==> config.mk <==
export PLATFORM = sky130hd
export DESIGN_NAME = add_acc_unit
export DESIGN_NICKNAME = d
export VERILOG_FILES = /design/src/rtl/add_acc_pkg.sv /design/src/rtl/add_acc_datapath.sv /design/src/rtl/add_acc_unit.sv
export SDC_FILE = /design/constraint.sdc
export NUM_CORES = 1
export LEC_CHECK = 0
export ABC_CLOCK_PERIOD_IN_PS = 7500
export CAP_MARGIN = 25
export CORE_UTILIZATION = 53
export DETAILED_ROUTE_END_ITERATION = 6
export PLACE_DENSITY = 0.95
export REMOVE_ABC_BUFFERS = 1
export SLEW_MARGIN = 20
export SYNTH_ARGS = -nofsm -noshare
export SYNTH_HDL_FRONTEND = slang
export SYNTH_SLANG_ARGS = --single-unit
==> constraint.sdc <==
create_clock -name clk -period 7.5 [get_ports clk]
set_input_delay 0.75 -clock clk [delete_from_list [all_inputs] [get_ports clk]]
set_output_delay 0.75 -clock clk [all_outputs]
set_load 0.02 [all_outputs]
==> src/rtl/add_acc_pkg.sv <==
// Shared definitions for the add-accumulate unit: FSM state encoding and the
// reference arithmetic for one accumulate step (wrap or saturate). The same
// functions serve the RTL datapath and any bench-side reference model.
// Operands are passed zero-extended to MAX_W bits so one function covers
// every WIDTH up to MAX_W.
package add_acc_pkg;

   typedef enum logic [1:0] {
      IDLE  = 2'd0,
      ACCUM = 2'd1,
      HOLD  = 2'd2
   } acc_state_t;

   // Widest operand the shared arithmetic supports.
   localparam int unsigned MAX_W = 64;
   // Two guard bits: acc + a + b never exceeds 3*(2^W-1) < 2^(W+2).
   localparam int unsigned EXT_W = MAX_W + 2;

   // All-ones value of a WIDTH-bit result, carried at EXT_W bits.
   function automatic logic [EXT_W-1:0] acc_limit(input int width);
      return (EXT_W'(1) << width) - EXT_W'(1);
   endfunction

   // Exact sum of one step, wide enough that it can never wrap.
   function automatic logic [EXT_W-1:0] acc_raw(
      input logic [MAX_W-1:0] acc,
      input logic [MAX_W-1:0] a,
      input logic [MAX_W-1:0] b
   );
      return EXT_W'(acc) + EXT_W'(a) + EXT_W'(b);
   endfunction

   // True when the exact sum no longer fits in WIDTH bits. Because acc is
   // always <= limit, this equals "next[WIDTH+1:WIDTH] != 0".
   function automatic logic acc_ovf(
      input logic [MAX_W-1:0] acc,
      input logic [MAX_W-1:0] a,
      input logic [MAX_W-1:0] b,
      input int               width
   );
      return acc_raw(acc, a, b) > acc_limit(width);
   endfunction

   // New accumulator value: clamp to all-ones when saturating, else keep the
   // low WIDTH bits. The caller truncates the result to WIDTH bits.
   function automatic logic [EXT_W-1:0] acc_sum(
      input logic [MAX_W-1:0] acc,
      input logic [MAX_W-1:0] a,
      input logic [MAX_W-1:0] b,
      input int               width,
      input bit               sat
   );
      logic [EXT_W-1:0] raw;
      logic [EXT_W-1:0] lim;
      raw = acc_raw(acc, a, b);
      lim = acc_limit(width);
      if (sat && (raw > lim)) begin
         return lim;
      end
      return raw & lim;
   endfunction

endpackage

==> src/rtl/add_acc_datapath.sv <==
// Accumulator, beat counter and sticky overflow registers of add_acc_unit,
// plus the wrap/saturate selection for the next accumulator value.
// Build option: define ADD_ACC_SAT_EN for saturating accumulation; the
// default build wraps modulo 2^WIDTH. Overflow is reported in both modes.
// The *_nxt outputs are the values these registers take if the current beat
// is accepted; the top captures them into its result registers on the
// closing beat.
module add_acc_datapath
   import add_acc_pkg::*;
#(
   parameter int WIDTH = 8,
   parameter int CNT_W = 3
) (
   input  logic             clk,
   input  logic             rst,
   input  logic             clr,
   input  logic             en,
   input  logic [WIDTH-1:0] in_a,
   input  logic [WIDTH-1:0] in_b,
   output logic [WIDTH-1:0] acc_nxt,
   output logic [CNT_W-1:0] cnt_nxt,
   output logic             ovf_nxt
);

`ifdef ADD_ACC_SAT_EN
   localparam bit SAT_EN = 1'b1;
`else
   localparam bit SAT_EN = 1'b0;
`endif

   logic [WIDTH-1:0] acc;
   logic [CNT_W-1:0] count;
   logic             ovf;

   // Next-state arithmetic for an accepted beat.
   always_comb begin
      // NOTE: every output of a combinational block is assigned on every
      // pass; a path that skips one would infer a latch.
      acc_nxt = WIDTH'(acc_sum(MAX_W'(acc), MAX_W'(in_a), MAX_W'(in_b),
                               WIDTH, SAT_EN));
      ovf_nxt = ovf | acc_ovf(MAX_W'(acc), MAX_W'(in_a), MAX_W'(in_b), WIDTH);
      cnt_nxt = count + CNT_W'(1);
   end

   // Batch state: cleared by reset or when the result is taken, advanced on
   // each accepted beat, otherwise held.
   always_ff @(posedge clk) begin
      // NOTE: state registers use non-blocking assignments so every register
      // samples pre-edge values regardless of statement order.
      if (rst || clr) begin
         acc   <= '0;
         count <= '0;
         ovf   <= 1'b0;
      end else if (en) begin
         acc   <= acc_nxt;
         count <= cnt_nxt;
         ovf   <= ovf_nxt;
      end
   end

endmodule

==> src/rtl/add_acc_unit.sv <==
// Add-accumulate unit: sums a+b of each accepted operand pair into a running
// total and presents one registered result after BATCH pairs or on an
// in_last beat. Holds the control FSM, both handshakes and the result
// registers; arithmetic lives in add_acc_datapath.
// Build option: ADD_ACC_SAT_EN selects saturating instead of wrapping
// accumulation (see add_acc_datapath).
module add_acc_unit
   import add_acc_pkg::*;
#(
   parameter  int WIDTH = 8,
   parameter  int BATCH = 4,
   localparam int CNT_W = $clog2(BATCH + 1)
) (
   input  logic             clk,
   input  logic             rst,
   input  logic             in_valid,
   output logic             in_ready,
   input  logic [WIDTH-1:0] in_a,
   input  logic [WIDTH-1:0] in_b,
   input  logic             in_last,
   output logic             out_valid,
   input  logic             out_ready,
   output logic [WIDTH-1:0] out_sum,
   output logic [CNT_W-1:0] out_count,
   output logic             out_ovf
);

   if (WIDTH < 2 || WIDTH > int'(MAX_W)) begin : g_bad_width
      $error("add_acc_unit: WIDTH out of supported range");
   end
   if (BATCH < 1) begin : g_bad_batch
      $error("add_acc_unit: BATCH must be at least 1");
   end

   acc_state_t       state;
   logic             accept;
   logic             closing;
   logic             release_res;
   logic [WIDTH-1:0] acc_nxt;
   logic [CNT_W-1:0] cnt_nxt;
   logic             ovf_nxt;

   // Ready depends only on the state register and reset, never on in_* or
   // out_ready, so neither handshake has a combinational loop through here.
   assign in_ready    = !rst && (state != HOLD);
   assign accept      = in_valid && in_ready;
   assign closing     = accept && (in_last || (cnt_nxt == CNT_W'(BATCH)));
   assign release_res = (state == HOLD) && out_ready;

   add_acc_datapath #(
      .WIDTH (WIDTH),
      .CNT_W (CNT_W)
   ) u_datapath (
      .clk     (clk),
      .rst     (rst),
      .clr     (release_res),
      .en      (accept),
      .in_a    (in_a),
      .in_b    (in_b),
      .acc_nxt (acc_nxt),
      .cnt_nxt (cnt_nxt),
      .ovf_nxt (ovf_nxt)
   );

   // Control FSM with registered result outputs. The result registers load
   // only on the closing beat, so they stay stable through HOLD and keep
   // their last value after the handshake.
   always_ff @(posedge clk) begin
      if (rst) begin
         state     <= IDLE;
         out_valid <= 1'b0;
         out_sum   <= '0;
         out_count <= '0;
         out_ovf   <= 1'b0;
      end else begin
         case (state)
            IDLE, ACCUM: begin
               if (accept) begin
                  if (closing) begin
                     state     <= HOLD;
                     out_valid <= 1'b1;
                     out_sum   <= acc_nxt;
                     out_count <= cnt_nxt;
                     out_ovf   <= ovf_nxt;
                  end else begin
                     state <= ACCUM;
                  end
               end
            end
            HOLD: begin
               if (out_ready) begin
                  state     <= IDLE;
                  out_valid <= 1'b0;
               end
            end
            default: begin
               state     <= IDLE;
               out_valid <= 1'b0;
            end
         endcase
      end
   end

endmodule

==> run summary, run 1 <==
The run finished with clean final reports. Period utilization: 43.3%. The worst setup path is captured at an output pin. The logs give 4 for the number of search-and-repair iterations in the first detailed-routing pass and 1,226 for the detailed-route via count.

The number of max-slew violations in the final report is 0, and the gate count of the mapped netlist is 155. The sequential-to-total area share from yosys stat is 35.4%. In this run the core area contains 19 standard-cell rows. The layout overhead on the synthesized area works out to 24.1%. Across the routed clock network, the largest skew measured is 1.42 ps. Detailed placement finished with a half-perimeter wire length of 2.46 mm. The logs give 0 for the final setup violation count and 27 for the number of clock sinks. The most critical setup path has its endpoint at in_ready. The total of hold buffers inserted after clock tree synthesis was 0. Setup repair after global routing left no endpoint under its margin. TritonCTS built the clock tree. Entering global routing, the biggest net connects 20 pins.

Power comes to 0.000406 W. For this run, the share of the core covered by cells in the final layout is 69.4%. After detailed routing, the number of remaining DRC violations is 0. Each instance of the synthesized netlist takes up on average 9.86 um^2. During synthesis, Yosys emitted a total of 0 warnings. The final number of hold-violating endpoints was 0; the post-CTS clock slew at the launch and capture registers of the worst setup and hold paths was 150 ps. The number of diodes added for antenna fixing came out at 0. The tools report the number of antenna violations at the first check in global routing as 0. 35 I/O pins were placed. The headroom to the max-slew limit is 49.9%, and the required time of the worst setup path is 6750 ps.

Counting flops with an async set or reset pin after synthesis yields a share of 0%. The register-to-register setup slack came out at 4820 ps. The tools report the placeable core region as 2730 um^2.

The tree is rooted in a sky130_fd_sc_hd__clkbuf_4. Setup slack closes at 4250 ps. The run gives 0 as the post-cts repair resize count. Once detail routing completed, the nets flagged for antenna violations numbered 0. In this run, the number of DRC markers left after iteration 0 of detailed routing was 27. Based on the critical path, the design can be clocked at up to 308 MHz.

The die is 55.7 um tall. Subtracting the final worst setup slack from the clock period gives 3250 ps. For this run, the post-layout net count is 228. In this run the cell area of the synthesized design comes to 1530 um^2. In this run the worst hold path is classified as reg -> reg.

Counting the buffers created by CTS gives 3. The biggest fanout along the worst timing path was 19; the number of buffers on the longest clock path was 2. The maximum level of the CTS H-tree was 1. The endpoint arrival time on the critical path was 2500 ps; the static power due to leakage was 0.783 nW.

For the total global routing overflow, the log shows 0. Port buffering added 34 buffers. The critical path is of the in -> out type. The power density over the cells was 214 nW/um^2; the post-CTS setup buffer count was 0.

Summed over all layers, the routed wires come to 3.11 mm. The global-route wire length before repair is 5.43 mm. The layout cell share with drive strength beyond 1 was 7.98%.

In this run the most critical hold path is launched from u_datapath.acc[5]. The number of enable flip-flop cells after synthesis was 0; the die width was 55.7 um. Global routing used 22.3% of the available tracks. Prior to clock tree synthesis, the placed netlist has a worst setup slack of 3920 ps. In the routed layout, each cell is associated on average with a via count of 5.60.

The most common flop cell mapped by yosys is sky130_fd_sc_hd__dfxtp_1. Initial core utilization: 55.9%. STA classifies the critical path startpoint as an input pin.

The most critical setup path has its startpoint at rst. Routability-driven placement finished with a final weighted congestion of 0.839. The measured slew at the worst slew-check pin was 749 ps. Summed over all failing endpoints, the final setup total negative slack is 0 ps.

The average wire per standard cell came out at 14.2 um. Synthesis inferred 27 register bits. The reg-to-reg endpoint is out_sum[7]. The reg-to-reg startpoint is u_datapath.acc[1]. The number of cells on the worst reg-to-reg path is 10. The distinct cell type count of the synthesized netlist is 36, and the total die area is 3100 um^2. The number of stages on the worst hold path is 2. VDD sags by at most 152 uV. The reported max-cap violation count is 0, and the latest clock arrival within the worst-skew pair is 330 ps. After filler insertion, the fill cell instance count of the layout stands at 222. The tools report the via count of the first global-routing pass as 1,274.
==> synthesized netlist by cell type, types with 3 or more instances <==
cell type,count,share of area [%]
sky130_fd_sc_hd__a21o_1,3,1.5
sky130_fd_sc_hd__a211oi_1,3,1.5
sky130_fd_sc_hd__nand2_1,17,4.2
sky130_fd_sc_hd__dfxtp_1,27,35
sky130_fd_sc_hd__inv_1,7,1.7
sky130_fd_sc_hd__nor2b_1,3,1.2
sky130_fd_sc_hd__nor2_1,19,4.7
sky130_fd_sc_hd__xor2_1,5,2.9
sky130_fd_sc_hd__o21ai_0,3,0.98
sky130_fd_sc_hd__a211oi_2,3,2.5
sky130_fd_sc_hd__a21oi_1,12,3.9
sky130_fd_sc_hd__fa_1,9,12
sky130_fd_sc_hd__mux2i_1,8,5.2
sky130_fd_sc_hd__ha_1,9,7.4
==> kinds of logic (layout without fill, tap and decap cells) <==
kind of cell | Yosys count | count (layout) | synth area share, %
AO/OA/AOI/OAI | 33 | 33 | 14.8
XOR/XNOR | 7 | 7 | 4.01
adder cells (fa/ha/maj) | 18 | 18 | 19.1
buffers and inverters | 12 | 45 | 4.34
flip-flops | 27 | 27 | 35.4
multiplexers | 10 | 10 | 6.96
AND/OR/NAND/NOR | 48 | 48 | 15.4
==> state kept, by name, summed over array words and instances, names as in the netlist <==
signal            flops
out_count             3
state                 2
u_datapath.ovf        1
u_datapath.acc        8
out_sum               8
out_valid             1
out_ovf               1
u_datapath.count      3
==> worst min-delay path by stage <==
stage	slack (ps)	endpoint
6_report	480	u_datapath.acc[5]
5_1_grt	500	u_datapath.acc[1]
4_1_cts	480	u_datapath.acc[5]
3_5_place_dp	460	u_datapath.acc[5]
3_3_place_gp	440	u_datapath.acc[1]
2_1_floorplan	430	state[0]
==> layout by cell type, fill, tap and decap left out, types with 2 or more instances in the layout <==
cell	n
sky130_fd_sc_hd__a211oi_1	3
sky130_fd_sc_hd__ha_1	9
sky130_fd_sc_hd__inv_1	7
sky130_fd_sc_hd__nor2b_1	3
sky130_fd_sc_hd__a21o_1	3
sky130_fd_sc_hd__a22o_1	2
sky130_fd_sc_hd__xnor2_1	2
sky130_fd_sc_hd__xor2_1	5
sky130_fd_sc_hd__a31oi_1	2
sky130_fd_sc_hd__dfxtp_1	27
sky130_fd_sc_hd__mux2i_1	8
sky130_fd_sc_hd__o21ai_0	3
sky130_fd_sc_hd__nor2_1	19
sky130_fd_sc_hd__fa_1	9
sky130_fd_sc_hd__a211oi_2	3
sky130_fd_sc_hd__clkdlybuf4s50_1	34
sky130_fd_sc_hd__a21oi_1	12
sky130_fd_sc_hd__nor2_2	2
sky130_fd_sc_hd__nand2_1	17
sky130_fd_sc_hd__clkbuf_4	3
==> layer usage <==
metal | track usage (%) | vias up | wire (um)
met1 | 24.8 | 581 | 1270
met2 | 41.3 | 38 | 1610
met4 | 11.1 | 0 | 80
met3 | 2.79 | 10 | 150
met5 | 0 | - | 0
li1 | - | 597 | -
==> power by group <==
group / switching, W / internal (W) / total (W)
registers: 0.0000105 / 0.000159 / 0.000170
clock network: 0.0000463 / 0.0000204 / 0.0000667
logic: 0.0000895 / 0.0000804 / 0.000170
==> area by class of cell <==
type / count / area (um^2) / share of cell area, %
Timing Repair Buffer: 34 / 340 / 17.9
Clock buffer: 3 / 22.5 / 1.19
Multi-Input combinational cell: 116 / 922 / 48.6
Tap cell: 31 / 38.8 / 2.04
Inverter: 7 / 26.3 / 1.38
Clock inverter: 1 / 7.51 / 0.396
Sequential cell: 27 / 541 / 28.5
==> worst max-delay path: stages <==
cell and delay, ps:
sky130_fd_sc_hd__clkdlybuf4s50_1 790, sky130_fd_sc_hd__nor2_1 310, sky130_fd_sc_hd__clkdlybuf4s50_1 640
==> per-stage QoR <==
step / hold slack, ps / std cells / area [um^2]
6_report: 480 / 219 / 1900
5_1_grt: 497 / 219 / 1900
3_5_place_dp: 463 / 215 / 1870
2_1_floorplan: 430 / 150 / 1490
4_1_cts: 482 / 219 / 1900
3_3_place_gp: 445 / 215 / 1870
Power figures use the tool's default switching activity.
==> run 2, diff against run 1 <==
ABC_CLOCK_PERIOD_IN_PS = 2700   (was 7500)
CORE_UTILIZATION = 45   (was 53)
PLACE_DENSITY = 0.87   (was 0.95)
clock period = 2.7 ns   (was 7.5 ns; I/O delays follow)
==> run summary, run 2 (synthesis results as in run 1) <==
The flow ran to the end, and the final reports show no timing, DRC or antenna violations. The most common cell after layout, fill and taps aside is sky130_fd_sc_hd__clkdlybuf4s50_1. Setup repair after global routing could not meet its margin everywhere. The biggest fanout along the worst timing path is 2 (-17). The maximum level of the CTS H-tree came out at 1 (unchanged). After layout, the worst path uses 97.4% of the clock period.

The tools report the internal power component as 0.000743 W (+190%). The power density over the cells was 585 nW/um^2 (+170%); the number of DRC markers after the initial detailed-route iteration was 52 (+93%). Die width: 60.3 um (+8.2%).

The vertical die dimension came out at 60.3 um (+8.2%). The number of buffers inserted during clock tree synthesis was 3 (unchanged). For the overall fraction of global-route tracks in use, the log shows 19.7% (-2.6 points).

Traced cell by cell, the critical path runs through inv_2 -> fa_1 -> inv_1 -> ha_2 -> fa_2 -> a211oi_2 -> nor2_2 -> o31a_1 -> xor2_2 -> mux2_4. The initial core utilization was 48.9% (-7.0 points); the final non-filler cell total was 238 (+8.7%). The run gives 269 (+21%) as the number of filler cells placed in the layout. The worst setup timing slack at the placement stage is -376 ps (-4300 ps), and the layout cell share with drive strength beyond 1 is 14.9% (+7.0 points). The buffers plus inverters on the worst setup path works out to 2 (unchanged). The number of clock sinks is 27 (unchanged), and the number of max-slew violations in the final report is 0 (unchanged).

The reg-to-reg endpoint is out_sum[7]. The tools report the power share of the sequential group as 40.6% (-1.1 points). The cell type group with the largest total delay on the critical path is adder cells. The run gives 18 (-10%) as the largest net degree at the start of global routing. The total I/O pin count was 35 (unchanged); the proportion of total power due to net switching was 35.9% (-0.16 points).

In the layout the commonest cells are sky130_fd_sc_hd__clkdlybuf4s50_1, sky130_fd_sc_hd__dfxtp_1, sky130_fd_sc_hd__nor2_1, sky130_fd_sc_hd__nand2_1, sky130_fd_sc_hd__a21oi_1. The static power due to leakage was 0.828 nW (+5.7%). The worst setup path is launched from a flop. The net switching power figure was 0.000415 W (+180%). STA classifies the critical path endpoint as a flop. The tools report the total die area as 3630 um^2 (+17%). For this run, the top clock speed supported by timing is 380 MHz. The register-to-register setup slack came out at 70 ps (-4750 ps). The final number of hold-violating endpoints was 0 (unchanged).

The measured slew at the worst slew-check pin works out to 534 ps (-215 ps). Placeable core region: 3130 um^2 (+14%). Tracing the worst setup path back leads to its startpoint at u_datapath.acc[1]. TritonCTS built the clock tree. DRC violation count after routing: 0 (unchanged). For this design, the slowest cell found on the critical path is sky130_fd_sc_hd__fa_1. The tools report the detailed-route via count as 1,220 (-0.49%). The worst path setup slack after routing was 70.7 ps (-4180 ps). The reported max-cap violation count came out at 0 (unchanged). For hold timing, the worst endpoint is u_datapath.acc[1]. The run gives 330 ps (about the same) as the latest clock arrival within the worst-skew pair. Post-detailed-route via-to-cell ratio: 5.13 (-8.4%).

Number of buffers on the longest clock path: 2 (unchanged). The required time of the worst setup path was 2940 ps (-3810 ps); the headroom to the max-slew limit was 64.4% (+14 points). The tools report the total wirelength of the detailed-routed design as 3.11 mm (about the same).

The number of stages on the worst hold path came out at 2 (unchanged). For the worst ir drop on vdd, the log shows 312 uV (+110%). The tools report the total number of placement rows as 20 (+1).

The worst path in the final design needs a cycle of 2630 ps, including I/O delays and setup. The critical path in this run is classified as reg -> reg. The tools report the part of the total power dissipated in combinational logic as 43.4% (+1.6 points). Share of total power in the clock network: 16.0% (-0.4 points).

Endpoint arrival time on the critical path: 2870 ps (+370 ps). The layout overhead on the synthesized area was 29.5%; the quantity of I/O buffers inserted on ports was 34 (unchanged). The run gives 232 (+7.9%) as the cell count after placement. The startpoint identified for the worst hold timing path is u_datapath.acc[1].

The clock root buffer is sky130_fd_sc_hd__clkbuf_4. The number of search-and-repair iterations in the first detailed-routing pass was 4 (unchanged); the total global routing overflow was 0 (unchanged). The logs give 0 (unchanged) for the final setup violation count and 0.823 (-1.9%) for the weighted congestion reported at the end of routability-driven placement. The global-route wire length before repair was 5.29 mm (-2.5%); the depth of the worst register-to-register path was 10 (unchanged). The net count of the finished layout is 234 (+2.6%), and the delay contributed by the slowest stage of the critical path is 480 ps (-310 ps).

The number of nets with antenna violations after routing is 0 (unchanged). The class of the tightest hold or removal check is reg -> reg. The reg-to-reg startpoint is u_datapath.acc[1]. The number of diodes added for antenna fixing is 0 (unchanged), and the worst clock skew on the final layout is 1.46 ps (+0.0439 ps).

The post-CTS clock slew at the launch and capture registers of the worst setup and hold paths came out at 150 ps (about the same). The detailed placement HPWL is 2.33 mm (-5.1%), and the number of antenna violations at the first check in global routing is 0 (unchanged). The run gives 1,239 (-2.7%) as the via count of the first global-routing pass.

The largest registers in the layout are out_sum: 8 flops, u_datapath.acc: 8 flops. The average wire per standard cell is 13.1 um (-7.9%).
run 2: worst max-delay path by stage:
stage | slack, ps | endpoint | cells after the start
2_1_floorplan | 180 | out_sum[7] | 10
3_3_place_gp | -330 | out_sum[7] | 11
3_5_place_dp | -380 | out_sum[7] | 11
4_1_cts | 50 | out_sum[7] | 11
5_1_grt | -50 | out_sum[7] | 10
6_report | 70 | out_sum[7] | 10
run 2: final cells by class:
class                      count  area (um^2)  share of cell area, %
multi-input combinational    116          937                   47.3
clock buffer                   3         22.5                   1.14
tap                           44         55.1                   2.78
clock inverter                 1         7.51                  0.379
inverter                       7         26.3                   1.33
sequential                    27          542                   27.4
timing repair buffer          40          390                   19.7
run 2: worst min-delay path, cell delays in order, from the launching register on:
cell and delay (ps):
sky130_fd_sc_hd__dfxtp_2 350, sky130_fd_sc_hd__nand2_1 50, sky130_fd_sc_hd__a21oi_1 50
run 2: what timing repair did:
action	CTS	global route
setup buffers	0	2
gates resized for setup	1	9
endpoints found under the setup margin	1	5
hold buffers	0	0
pin swaps	0	4
endpoints found under the hold margin	0	0
run 2: power groups by stage:
| stage | Clock [W] | Combinational, W | Sequential (W) |
|---|---|---|---|
| 3_3_place_gp | 0 | 0.000463 | 0.000477 |
| 5_1_grt | 0.000212 | 0.000564 | 0.000475 |
| 4_1_cts | 0.000192 | 0.000480 | 0.000469 |
| 6_report | 0.000185 | 0.000502 | 0.000471 |
| 2_1_floorplan | 0 | 0.000306 | 0.000492 |
| 3_5_place_dp | 0 | 0.000476 | 0.000478 |
run 2: layer usage:
| metal | global-route usage (%) | routed length [um] | vias to the layer above |
|---|---|---|---|
| li1 | - | - | 605 |
| met1 | 24.0 | 1340 | 578 |
| met2 | 34.2 | 1550 | 31 |
| met3 | 3.25 | 158 | 6 |
| met4 | 7.31 | 58 | 0 |
| met5 | 0 | 0 | - |
run 2: through the flow:
stage | hold WS [ps] | util (%) | setup TNS, ps | instance area [um^2] | power (W)
final | 471 | 63.3 | 0 | 1980 | 0.00116
after global routing | 484 | 63.3 | -94.5 | 1980 | 0.00125
after CTS | 469 | 62.2 | 0 | 1950 | 0.00114
after detailed placement | 449 | 61.2 | -1730 | 1910 | 0.000953
after global placement | 445 | 61.2 | -1490 | 1910 | 0.000941
after floorplan | 335 | - | 0 | 1490 | 0.000799
